**config.mk**
```make
export PLATFORM = sky130hd
export DESIGN_NAME = mux3_rr_arb
export DESIGN_NICKNAME = d
export VERILOG_FILES = /design/src/rtl/mux3_rr_arb_pkg.sv /design/src/rtl/mux3_sel.sv /design/src/rtl/mux3_rr_arb.sv
export SDC_FILE = /design/constraint.sdc
export NUM_CORES = 1
export LEC_CHECK = 0
export ABC_AREA = 1
export CORE_UTILIZATION = 38
export DETAILED_ROUTE_END_ITERATION = 16
export PLACE_DENSITY = 0.86
export SYNTH_ARGS = -nofsm -noshare
export SYNTH_HDL_FRONTEND = slang
export SYNTH_HIERARCHICAL = 1
export SYNTH_SLANG_ARGS = --single-unit
```
**constraint.sdc**
```tcl
create_clock -name clk -period 1.5 [get_ports clk]
set_clock_uncertainty 0.05 [all_clocks]
set_input_delay 0.3 -clock clk [delete_from_list [all_inputs] [get_ports clk]]
set_output_delay 0.3 -clock clk [all_outputs]
set_load 0.02 [all_outputs]
```
**src/rtl/mux3_rr_arb_pkg.sv**
```systemverilog
// Shared types, select encodings and arbitration helpers for the
// three-way round-robin arbiter with output multiplexer.
package mux3_rr_arb_pkg;

    typedef enum logic {
        IDLE  = 1'b0,
        GRANT = 1'b1
    } state_e;

    // Select codes driven onto {s1, s0}; 2'b11 is never produced.
    localparam logic [1:0] SEL_X1 = 2'b00;
    localparam logic [1:0] SEL_X2 = 2'b01;
    localparam logic [1:0] SEL_X3 = 2'b10;

    // Width of the per-grant transfer counter (enough for HOLD up to 15).
    localparam int CNT_W = 4;

    // Select code for granted index g (0..2).
    function automatic logic [1:0] sel_of(input logic [1:0] g);
        logic [1:0] sel;
        case (g)
            2'd1:    sel = SEL_X2;
            2'd2:    sel = SEL_X3;
            default: sel = SEL_X1;
        endcase
        return sel;
    endfunction

    // Successor of index g modulo 3.
    function automatic logic [1:0] next_idx(input logic [1:0] g);
        return (g == 2'd2) ? 2'd0 : g + 2'd1;
    endfunction

    // First requester with req set, searching ptr, ptr+1, ptr+2 (mod 3).
    // Scans in reverse so the earliest hit in search order wins.
    function automatic logic [1:0] rr_pick(input logic [2:0] req, input logic [1:0] ptr);
        logic [1:0] pick;
        logic [2:0] idx;
        pick = ptr;
        for (int k = 2; k >= 0; k--) begin
            idx = 3'(ptr) + 3'(k);
            if (idx >= 3'd3) idx = idx - 3'd3;
            if (req[idx[1:0]]) pick = idx[1:0];
        end
        return pick;
    endfunction

endpackage

```
**src/rtl/mux3_sel.sv**
```systemverilog
// Combinational 3:1 data selector driven by a two-bit select encoding.
module mux3_sel #(
    parameter int W = 8
) (
    input  logic [W-1:0] x1,
    input  logic [W-1:0] x2,
    input  logic [W-1:0] x3,
    input  logic         s0,
    input  logic         s1,
    output logic [W-1:0] f
);

    // s1 has priority and selects x3; otherwise s0 picks x2 over x1.
    always_comb begin
        if (s1)      f = x3;
        else if (s0) f = x2;
        else         f = x1;
    end

endmodule

```
**src/rtl/mux3_rr_arb.sv**
```systemverilog
// Three-requester round-robin arbiter. A grant is held until the
// owner drops its request or HOLD transfers complete; every release
// costs one IDLE cycle and advances the round-robin pointer.
module mux3_rr_arb
    import mux3_rr_arb_pkg::*;
#(
    parameter int W    = 8,
    parameter int HOLD = 4
) (
    input  logic         clk,
    input  logic         rst_n,
    input  logic [2:0]   req,
    input  logic [W-1:0] x1,
    input  logic [W-1:0] x2,
    input  logic [W-1:0] x3,
    input  logic         out_ready,
    output logic [2:0]   gnt,
    output logic         s0,
    output logic         s1,
    output logic         out_valid,
    output logic [W-1:0] out_data,
    output logic         busy
);

    state_e           state_q, state_d;
    logic [1:0]       ptr_q,   ptr_d;
    logic [1:0]       g_q,     g_d;
    logic [CNT_W-1:0] cnt_q,   cnt_d;
    logic [2:0]       gnt_q,   gnt_d;
    logic [1:0]       sel_q,   sel_d;

    logic req_g;
    logic xfer;
    logic hold_hit;

    // gnt_q is zero in IDLE, so this is req[g] while granted and 0 otherwise.
    assign req_g    = |(req & gnt_q);
    assign xfer     = out_valid & out_ready;
    assign hold_hit = (cnt_q == CNT_W'(HOLD - 1));

    // State register.
    // NOTE: sequential blocks use non-blocking (<=) so every flop samples
    // pre-edge values; blocking here would create order-dependent races.
    always_ff @(posedge clk or negedge rst_n) begin
        if (!rst_n) state_q <= IDLE;
        else        state_q <= state_d;
    end

    // Grant bookkeeping registers: pointer, owner, transfer count, grant and select.
    // NOTE: the asynchronous reset clears every control flop, so an
    // interrupted grant is abandoned and never resumed.
    always_ff @(posedge clk or negedge rst_n) begin
        if (!rst_n) begin
            ptr_q <= 2'd0;
            g_q   <= 2'd0;
            cnt_q <= '0;
            gnt_q <= 3'b000;
            sel_q <= SEL_X1;
        end else begin
            ptr_q <= ptr_d;
            g_q   <= g_d;
            cnt_q <= cnt_d;
            gnt_q <= gnt_d;
            sel_q <= sel_d;
        end
    end

    // Next-state logic: arbitrate in IDLE, count transfers and release in GRANT.
    // NOTE: every target gets a default before the case so no path
    // leaves a variable unassigned, which would infer a latch.
    always_comb begin
        state_d = state_q;
        ptr_d   = ptr_q;
        g_d     = g_q;
        cnt_d   = cnt_q;
        gnt_d   = gnt_q;
        sel_d   = sel_q;
        unique case (state_q)
            IDLE: begin
                if (req != 3'b000) begin
                    g_d     = rr_pick(req, ptr_q);
                    gnt_d   = 3'b001 << g_d;
                    sel_d   = sel_of(g_d);
                    cnt_d   = '0;
                    state_d = GRANT;
                end
            end
            GRANT: begin
                // Request drop and HOLD limit share one release path, so a
                // coincidence of both still advances the pointer only once.
                if (!req_g || (xfer && hold_hit)) begin
                    ptr_d   = next_idx(g_q);
                    gnt_d   = 3'b000;
                    sel_d   = SEL_X1;
                    cnt_d   = '0;
                    state_d = IDLE;
                end else if (xfer) begin
                    cnt_d = cnt_q + 1'b1;
                end
            end
            default: state_d = IDLE;
        endcase
    end

    // Output decode from the registered state.
    always_comb begin
        busy      = (state_q == GRANT);
        out_valid = busy & req_g;
        gnt       = gnt_q;
        s1        = sel_q[1];
        s0        = sel_q[0];
    end

    mux3_sel #(
        .W(W)
    ) u_mux3_sel (
        .x1(x1),
        .x2(x2),
        .x3(x3),
        .s0(s0),
        .s1(s1),
        .f (out_data)
    );

endmodule

```
==> results.py <==
metrics = {
    "run_status": {
        "status": "finished with violations",
        "violations": "setup timing",
    },
    "hold_path": {
        "hp-class": "in2async",
    },
    "global_routing": {
        "grt_busiest_layer": "met2",
        "grt_pass1_wl_um": 4340,
        "grt_util_all_layers": 0.203,
        "use_met1": 0.236,
        "antenna_found_initial": 0,
        "grt_remaining_overflow": 0,
        "use_met2": 0.363,
        "grt_max_degree": 13,
        "use_met3": 0.0444,
        "grt_pass1_vias": 1064,
    },
    "sta": {
        "finalCriticalPeriod_ps": 1590,
        "hold_slack_ps": 257,
        "layout_setup_ws_ps": -88.5,
        "setup_violations": 15,
        "slew_headroom": 0.840,
        "worst_pin_slew_ps": 240,
        "fmax_ghz": 0.630,
        "period_share": 1.06,
        "finalHoldViolCount": 0,
        "finalSetupTns_ps": -886,
        "rsz0062_at_grt": "true",
        "drv_slew": 0,
    },
    "floorplanning": {
        "die_height_um": 54.8,
        "die_w_um": 54.8,
        "std_cell_rows": 18,
        "die-area_sq_um": 3000,
        "ios": 45,
        "core_area_sq_um": 2540,
        "start_util": 0.416,
    },
    "worst_setup_path": {
        "r2r-start": "ptr_q[1]$_DFFE_PN0P_",
        "worstSetupPathType": "reg2out",
        "setup.worst_path.start_class": "flop",
        "cp_data_arrival_time_ps": 1240,
        "timing.rr.end": "gnt[0]$_DFFE_PN0P_",
        "reg2reg_depth": 10,
        "endpoint_kind": "output pin",
        "cp_max_fo": 8,
        "worstPathRequired_ps": 1150,
        "reg2reg_slack_ps": -50,
    },
    "drt": {
        "wl_per_cell_um": 11.4,
        "drtAntennaViolNets": 0,
        "num_vias": 1255,
        "drtPass1Iterations": 4,
        "vias_per_cell": 4.67,
        "route.detailed.drc": 0,
        "drt_wl_total_um": 3070,
        "drt_iter0_markers": 17,
    },
    "yosys": {
        "synth-adder-area-share": 0.0473,
        "synth_simple_gate_area_share": 0.429,
        "synth_edf_count": 0,
        "synthCells": 177,
        "synth_seq_cells": 12,
        "synth_area_leaders": "dfrtp_1 28%, nand2_1 25%, inv_1 11%",
        "synth_seq_area_share": 0.284,
        "synth_compound_area_frac": 0.0733,
        "yosysWarnings": 6,
        "yosysMostFrequentCell": "nand2_1",
        "syn-num-nets": 211,
        "yosysTopAreaCellShare": 0.284,
        "synth_area_per_cell_sq_um": 5.98,
        "synth_top_family_by_area": "simple AND/OR/NAND/NOR gates",
        "ys_top_cells_by_count": "70 x nand2_1, 31 x inv_1, 21 x nand3_1, 12 x dfrtp_1, 8 x o21ai_0",
        "synth.distinct_cells": 20,
        "syn_area_sq_um": 1060,
        "synth-xor-area-share": 0.0165,
        "synth_top_flop_cell": "dfrtp_1",
        "yosys.area.top_type": "dfrtp_1",
        "synthMuxAreaShare": 0,
        "async_reset_ff_frac": 1.00,
    },
    "clock_network": {
        "clk_path_buf_depth": 2,
        "clock_latency_ps": 280,
        "clock-sinks": 12,
        "htree_levels": 1,
        "cts_buffers": 3,
        "cts_setup_buffers": 0,
        "tritoncts": "built",
        "cts_root_buffer": "clkbuf_4",
        "clk_pin_slew_ps": 80,
    },
    "power_and_ir_drop": {
        "clkPwrFrac": 0.072,
        "irDropWorstVdd_mv": 1.50,
        "power_frac_seq": 0.159,
        "p_int_uw": 1870,
        "combPwrFrac": 0.768,
        "p_leak_uw": 0.00108,
        "swShare": 0.489,
        "power.density_nw_per_um2": 1920,
        "p_switching_uw": 1780,
    },
    "final_layout": {
        "area_growth_pct": 79.7,
        "regArea_sq_um": 302,
        "n_antenna_cell": 0,
        "multi_input_area_sq_um": 788,
        "fillers": 191,
        "finalNonFillerCells": 269,
        "drive_above_1_share": 0.364,
        "nNetsFinal": 274,
    },
    "placed_design": {
        "port_buffers": 44,
        "gp_congestion": 0.905,
        "placedCellCount": 265,
        "place_hpwl_um": 2160,
    },
    "job": {
        "drv_cap": 0,
    },
}
[what timing repair did]
item                       4_1_cts  5_1_grt
pin swaps                       10       30
setup endpoints to repair       21       21
resized for setup               87       45
hold buffers                     0        0
[layer usage]
layer	routed length, um	share of wire	up-vias
met4	26	0.0085	0
met3	282	0.092	4
met2	1420	0.46	44
met5	0	0	-
li1	-	-	666
met1	1340	0.44	541
[critical path: stages, from the launching register on]
cell and delay (ps):
dfrtp_2 470, buf_12 180, nand2_4 60, nand3_2 60, nand2_2 70, buf_6 110
[through the flow]
stage                     worst slack (ps)  cell area (sq um)  total power [uW]  utilization
after detailed placement              -603               1670              2940        0.656
after CTS                            -85.3               1760              3370        0.691
after floorplan                       26.5               1070              1920            -
after global placement                -585               1670              2900        0.656
after global routing                  -169               1900              3970        0.747
final                                -88.5               1900              3650        0.747
[cell families (layout without fill, tap and decap cells)]
kind of cell | after synthesis | count (layout)
AOI/OAI and AO/OA | 14 | 14
xor gates and xnor gates | 2 | 2
adders and majority gates | 4 | 4
buffers and inverters | 39 | 101
DFF | 12 | 12
and+or+nand+nor | 106 | 106
[area by class of cell]
type,count,share of cell area
clock buffer,4,0.0191
tap,30,0.0197
sequential,12,0.159
multi-input combinational,126,0.414
timing repair buffer,62,0.315
inverter,35,0.0730
[cell usage in the layout, fill, tap and decap left out, drive strengths merged]
master	count
a21oi	2
ha	4
dlygate4sd2	1
clkdlybuf4s15	4
nand3b	1
a31oi	1
dfrtp	12
clkdlybuf4s50	26
or2	1
xor2	2
nand2	72
nand3	22
dlymetal6s2s	2
nand4	3
nor2	7
clkbuf	4
buf	29
inv	35
o21ai	11
[power groups by stage]
stage / Clock (uW) / Sequential, uW / Combinational [uW]
finish: 264 / 582 / 2800
global route: 289 / 595 / 3080
CTS: 265 / 565 / 2540
detailed placement: 0 / 560 / 2380
global placement: 0 / 557 / 2340
floorplan: 0 / 606 / 1320
[flip-flops by register name (all words and copies together) (netlist names)]
signal,cells
busy,1
g_q,2
cnt_q,4
gnt,3
ptr_q,2
[worst max-delay path by stage]
| stage | end | slack (ps) | from |
|---|---|---|---|
| floorplan | gnt[2]$_DFFE_PN0P_ | 30 | ptr_q[0]$_DFFE_PN0P_ |
| global placement | out_valid | -590 | req[1] |
| detailed placement | out_valid | -600 | req[1] |
| CTS | out_data[0] | -90 | gnt[1]$_DFFE_PN0P_ |
| global route | gnt[1]$_DFFE_PN0P_ | -170 | ptr_q[0]$_DFFE_PN0P_ |
| finish | out_data[4] | -90 | gnt[1]$_DFFE_PN0P_ |
(Power assumes the default switching activity.)
